$ cat src/rtl/crack_scheduler.sv
// crack_scheduler: deals first-character chunks to idle crackers, aborts all on the first hit and reports the password
module crack_scheduler #(
    parameter int NUM_WORKERS  = 4,
    parameter int CHARSET_SIZE = 36,
    parameter int IDX_W        = 6,
    parameter int CHUNK        = 4,
    parameter int PW_BITS      = 32
) (
    input  logic                           clk,
    input  logic                           rst,
    input  logic                           start,
    input  logic [PW_BITS-1:0]             target_pw,
    output logic                           busy,
    output logic                           done,
    output logic                           found,
    output logic [PW_BITS-1:0]             found_pw,
    output logic [NUM_WORKERS-1:0]         worker_start,
    output logic [IDX_W-1:0]               worker_from,
    output logic [IDX_W-1:0]               worker_to,
    output logic [PW_BITS-1:0]             worker_target,
    output logic                           worker_abort,
    input  logic [NUM_WORKERS-1:0]         worker_done,
    input  logic [NUM_WORKERS-1:0]         worker_found,
    input  logic [NUM_WORKERS*PW_BITS-1:0] worker_pw
);
    localparam logic [IDX_W:0] LAST = (IDX_W+1)'(CHARSET_SIZE - 1);
    localparam logic [IDX_W:0] STEP = (IDX_W+1)'(CHUNK);
    localparam logic [IDX_W:0] SPAN = (IDX_W+1)'(CHUNK - 1);
    typedef enum logic [1:0] {S_IDLE, S_RUN, S_ABORT, S_DONE} state_t;
    state_t                 r_state;
    logic [IDX_W:0]         r_next;
    logic [NUM_WORKERS-1:0] r_mask;
    logic [NUM_WORKERS-1:0] w_hit;
    logic [NUM_WORKERS-1:0] w_hit_oh;
    logic [NUM_WORKERS-1:0] w_free;
    logic [NUM_WORKERS-1:0] w_free_oh;
    logic [NUM_WORKERS-1:0] w_mask_nd;
    logic [PW_BITS-1:0]     w_hit_pw;
    logic [IDX_W:0]         w_end;
    logic                   w_more;
    always_comb begin
        w_hit     = worker_found & r_mask;
        w_hit_oh  = w_hit & (~w_hit + NUM_WORKERS'(1));
        w_free    = ~r_mask;
        w_free_oh = w_free & (r_mask + NUM_WORKERS'(1));
        w_mask_nd = r_mask & ~worker_done;
        w_more    = r_next <= LAST;
        w_end     = (r_next + SPAN > LAST) ? LAST : r_next + SPAN;
        w_hit_pw  = '0;
        for (int i = 0; i < NUM_WORKERS; i++)
            w_hit_pw = w_hit_oh[i] ? worker_pw[i*PW_BITS +: PW_BITS] : w_hit_pw;
    end
    always_ff @(posedge clk) begin
        if (rst) begin
            r_state       <= S_IDLE;
            r_next        <= '0;
            r_mask        <= '0;
            busy          <= 1'b0;
            done          <= 1'b0;
            found         <= 1'b0;
            found_pw      <= '0;
            worker_start  <= '0;
            worker_from   <= '0;
            worker_to     <= '0;
            worker_target <= '0;
            worker_abort  <= 1'b0;
        end else begin
            worker_start <= '0;
            worker_abort <= 1'b0;
            done         <= 1'b0;
            case (r_state)
                S_IDLE: if (start) begin
                    worker_target <= target_pw;
                    r_next        <= '0;
                    r_mask        <= '0;
                    found         <= 1'b0;
                    found_pw      <= '0;
                    busy          <= 1'b1;
                    r_state       <= S_RUN;
                end
                S_RUN: if (|w_hit) begin
                    found        <= 1'b1;
                    found_pw     <= w_hit_pw;
                    worker_abort <= 1'b1;
                    r_state      <= S_ABORT;
                end else if (w_more && |w_free) begin
                    worker_start <= w_free_oh;
                    worker_from  <= r_next[IDX_W-1:0];
                    worker_to    <= w_end[IDX_W-1:0];
                    r_mask       <= w_mask_nd | w_free_oh;
                    r_next       <= r_next + STEP;
                end else begin
                    r_mask <= w_mask_nd;
                    if (!w_more && w_mask_nd == '0) begin
                        done    <= 1'b1;
                        busy    <= 1'b0;
                        r_state <= S_DONE;
                    end
                end
                S_ABORT: begin
                    r_mask  <= '0;
                    done    <= 1'b1;
                    busy    <= 1'b0;
                    r_state <= S_DONE;
                end
                S_DONE: r_state <= S_IDLE;
            endcase
        end
    end
endmodule
$ cat config.mk
export PLATFORM = sky130hd
export DESIGN_NAME = crack_scheduler
export DESIGN_NICKNAME = d
export VERILOG_FILES = /design/src/rtl/crack_scheduler.sv
export SDC_FILE = /design/constraint.sdc
export NUM_CORES = 1
export LEC_CHECK = 0
export ABC_AREA = 1
export CAP_MARGIN = 20
export CORE_AREA = 2 2 125 127
export DETAILED_ROUTE_END_ITERATION = 16
export DIE_AREA = 0 0 127 129
export PLACE_DENSITY = 0.64
export SLEW_MARGIN = 20
export SYNTH_ARGS = -nofsm -noshare
export SYNTH_HDL_FRONTEND = slang
export SYNTH_SLANG_ARGS = --single-unit
$ cat constraint.sdc
create_clock -name clk -period 1.4 [get_ports clk]
set_input_delay 0.28 -clock clk [delete_from_list [all_inputs] [get_ports clk]]
set_output_delay 0.28 -clock clk [all_outputs]
set_load 0.03 [all_outputs]
==> impl_table.tex <==
\begin{tabular}{lr}
\hline
Metric & Value \\
\hline
\multicolumn{2}{l}{\textbf{Outcome}} \\
\quad Status & complete, but fails checks \\
\quad Violated checks & negative setup slack \\
\multicolumn{2}{l}{\textbf{Cells and area}} \\
\quad Fraction of layout instances using a drive strength above 1 & 19.1\% \\
\quad Synthesis-to-layout area growth & 92.1\% \\
\quad Most common library cell in the layout ignoring fill and taps & nand2\_1 \\
\quad Most frequent cells in the layout & 192 x nand2\_1, 166 x clkdlybuf4s50\_1, 88 x dfxtp\_1 \\
\quad Net count of the finished layout & 1132 \\
\quad Antenna cell count & 0 \\
\quad Finished Layout Cells & 1148 \\
\quad Post-route cell area & 8510 um\^{}2 \\
\multicolumn{2}{l}{\textbf{Drt}} \\
\quad Number of search-and-repair iterations in the first detailed-routing pass & 4 \\
\quad Iteration-0 DRC count of the detailed router & 202 \\
\quad Total DRC errors in the routed layout & 0 \\
\quad Total routed wirelength & 17.5 mm \\
\quad Vias per inst & 4.61 \\
\quad Total number of vias & 5292 \\
\quad Antenna-violating nets left & 0 \\
\quad Wire per inst & 15.3 um \\
\multicolumn{2}{l}{\textbf{Placement}} \\
\quad \# port buffers & 252 \\
\quad Post-DP HPWL & approximately 13 mm \\
\quad Post-place instance area & 7700 um\^{}2 \\
\quad Placed insts & 1108 \\
\quad Routability congestion estimate & 0.907 \\
\multicolumn{2}{l}{\textbf{Worst setup path}} \\
\quad CP Launch Type & register \\
\quad Category of the worst setup path capture point & register \\
\quad Startpoint of the lowest-slack register-to-register path & r\_state[0]\$\_SDFFE\_PP0P\_ \\
\quad Slack of the worst reg-to-reg path & -130 ps \\
\quad Worst Reg-to-Reg Cells & 8 \\
\quad Critical path launch point & r\_state[0]\$\_SDFFE\_PP0P\_ \\
\quad Critical setup path kind & register to register \\
\quad Critical Path RT & between 1500 and 2000 ps \\
\quad Crit Reg-Reg Endpoint & found\_pw[28]\$\_SDFFE\_PP0P\_ \\
\quad Arrival time of the worst setup path & 1750 ps \\
\quad Highest fanout seen on the critical path & 11 \\
\multicolumn{2}{l}{\textbf{Hold path}} \\
\quad Hold path startpoint & rst \\
\quad Class of the tightest hold or removal check & primary input to register \\
\quad Hold path depth & 4 \\
\quad Hold Path End & worker\_start[0]\$\_SDFF\_PP0\_ \\
\multicolumn{2}{l}{\textbf{STA}} \\
\quad Layout Skew & 10.7 ps \\
\quad Final Hold Slack & 354 ps \\
\quad Fin. Hold Viols & 0 \\
\quad Upper clock frequency limit & 654 MHz \\
\quad Unrepaired setup endpoints after global routing & true \\
\quad Max-slew violation total from the final report & 0 \\
\quad Post-route setup slack & -129 ps \\
\quad Min cycle time layout & between 1500 and 2000 ps \\
\quad Final setup violating endpoints & 48 \\
\quad Final Cycle Share & 109\% \\
\multicolumn{2}{l}{\textbf{Synthesis}} \\
\quad Netlist area before placement & 4430 um\^{}2 \\
\quad Number of standard cells after synthesis & 656 \\
\quad Average cell area after synthesis & 6.76 um\^{}2 \\
\quad Fraction of the yosys area taken by sequential cells & between 40\% and 50\% \\
\quad Total number of yosys warnings & 0 \\
\quad Yosys cell types & 28 \\
\quad FF+latch count, synth & 92 \\
\multicolumn{2}{l}{\textbf{Global routing}} \\
\quad Pin count of the biggest net entering global routing & 37 \\
\quad Total congestion overflow & 0 \\
\quad GRT Util Overall & 21.2\% \\
\quad Via count of the first global-routing pass & 5095 \\
\quad First-pass GRT wire length & 27.3 mm \\
\quad Number of antenna violations at the first check in global routing & 0 \\
\multicolumn{2}{l}{\textbf{Pwr}} \\
\quad Maximum vdd ir drop & 1130 uV \\
\quad Internal portion of total power & 6.63 mW \\
\quad Reg power frac & 30.6\% \\
\quad Portion of total power attributed to combinational logic & 47.4\% \\
\quad Leakage component of the power & 3.61 nW \\
\quad Part of the total power dissipated in the clock network & 22.0\% \\
\quad Power Density & 1240 nW/um\^{}2 \\
\quad Switching power & 3.91 mW \\
\quad Fraction of power spent switching nets & 37.1\% \\
\multicolumn{2}{l}{\textbf{CTS}} \\
\quad Clock tree from TritonCTS & built \\
\quad Root buffer cell & clkbuf\_16 \\
\quad Num Clock Sinks & 92 \\
\quad Clock-pin slew on the worst setup and hold paths & 70 ps \\
\quad Max Root-Sink Buffers & 2 \\
\quad Clock buffers created by TritonCTS & 9 \\
\quad H-tree levels & 3 \\
\quad Clock insertion delay at the later pin of the skew report & 350 ps \\
\quad CTS Hold Bufs & 0 \\
\multicolumn{2}{l}{\textbf{Die}} \\
\quad Rows & 45 \\
\quad Chip Width & approximately 130 um \\
\quad Chip Height & 129 um \\
\quad Area of the die & 16400 um\^{}2 \\
\quad Boundary Pins & 255 \\
\quad Initial standard-cell utilization of the core & between 20 and 30\% \\
\quad Placeable core area & 15000 um\^{}2 \\
\multicolumn{2}{l}{\textbf{Flow run}} \\
\quad Reported max-cap violation count & 0 \\
\hline
\end{tabular}
logic make-up after synthesis:
| family | count (synthesis) | share of synthesized area, % |
|---|---|---|
| AOI/OAI and AO/OA | 124 | 15.7 |
| xor gates and xnor gates | 1 | 0.198 |
| adders and majority gates | 6 | 1.69 |
| buffers and inverters | 69 | 7.17 |
| DFF | 92 | 41.6 |
| other | 1 | 0.0846 |
| and+or+nand+nor | 363 | 33.6 |
flip-flops by register name, summed over array words and instances, names as in the netlist, 2 cells and up:
register and count:
worker_from 4, worker_target 32, found_pw 32, r_mask 4
r_next 5, r_state 2, worker_to 5, worker_start 4
cells in the mapped netlist (all sizes together):
cell type | count | area [um^2]
or2 | 1 | 6.26
nand4 | 2 | 12.5
nand2 | 218 | 833
xnor2 | 1 | 8.76
inv | 33 | 124
nand3 | 46 | 230
buf | 20 | 134
a31o | 1 | 8.76
ha | 6 | 75.1
o21ai | 41 | 205
nor3 | 1 | 10.0
nand3b | 2 | 15.0
dfxtp | 92 | 1840
a21boi | 28 | 210
nor2 | 93 | 383
clkbuf | 16 | 60.1
conb | 1 | 3.75
a21oi | 54 | 270
worst max-delay path by stage:
stage                                              to  slack [ps]  cells after the start
final                       found_pw[28]$_SDFFE_PP0P_        -130                      8
after global routing        found_pw[28]$_SDFFE_PP0P_        -210                      8
after CTS                   found_pw[24]$_SDFFE_PP0P_        -110                      8
after detailed placement  worker_from[4]$_SDFFE_PP0P_        -550                      9
after global placement      found_pw[11]$_SDFFE_PP0P_        -490                      9
after floorplan                r_mask[1]$_SDFFE_PP0P_         -30                     10
per-stage QoR:
step	worst slack [ps]	power, mW	TNS [ps]	util [%]
after floorplan	-25.9	5.47	-56.2	-
after global placement	-493	7.51	-33950	51.4
after detailed placement	-548	7.53	-36700	51.4
after CTS	-109	10.4	-2410	55.8
after global routing	-213	11.2	-8830	56.8
final	-129	10.5	-3830	56.8
layer usage:
metal	GRT usage, %	share of wire [%]	vias up
li1	-	-	2703
met1	26.3	43	2449
met2	37.8	51	117
met3	3.87	3.8	23
met4	6.27	2.0	0
met5	0	0	-
repair_timing:
action,CTS,global route
buffers inserted,16,2
endpoints found under the setup margin,155,129
hold endpoints to repair,0,0
cloned,6,1
pin swaps,17,14
gates resized for setup,126,86
power groups by stage:
stage	registers [mW]	clock network [mW]	logic, mW
CTS	3.21	2.40	4.76
global placement	3.25	0	4.26
finish	3.22	2.32	5.00
detailed placement	3.26	0	4.26
global route	3.28	2.50	5.38
floorplan	3.87	0	1.60
critical path, stage by stage, from the launching register on:
cell and delay, ps:
dfxtp_4 380, inv_4 40, ha_4 170, buf_6 120, o21ai_4 180, nand2_8 110, bufbuf_16 300, nand2_1 50
a21oi_1 60
cell type report:
type | instances | area (um^2)
timing repair buffer | 323 | 3440
fill | 1417 | 6460
clock inverter | 5 | 36.3
clock buffer | 11 | 243
inverter | 33 | 136
sequential | 92 | 1850
tap | 188 | 235
multi-input combinational | 496 | 2570
(Power assumes the default switching activity.)
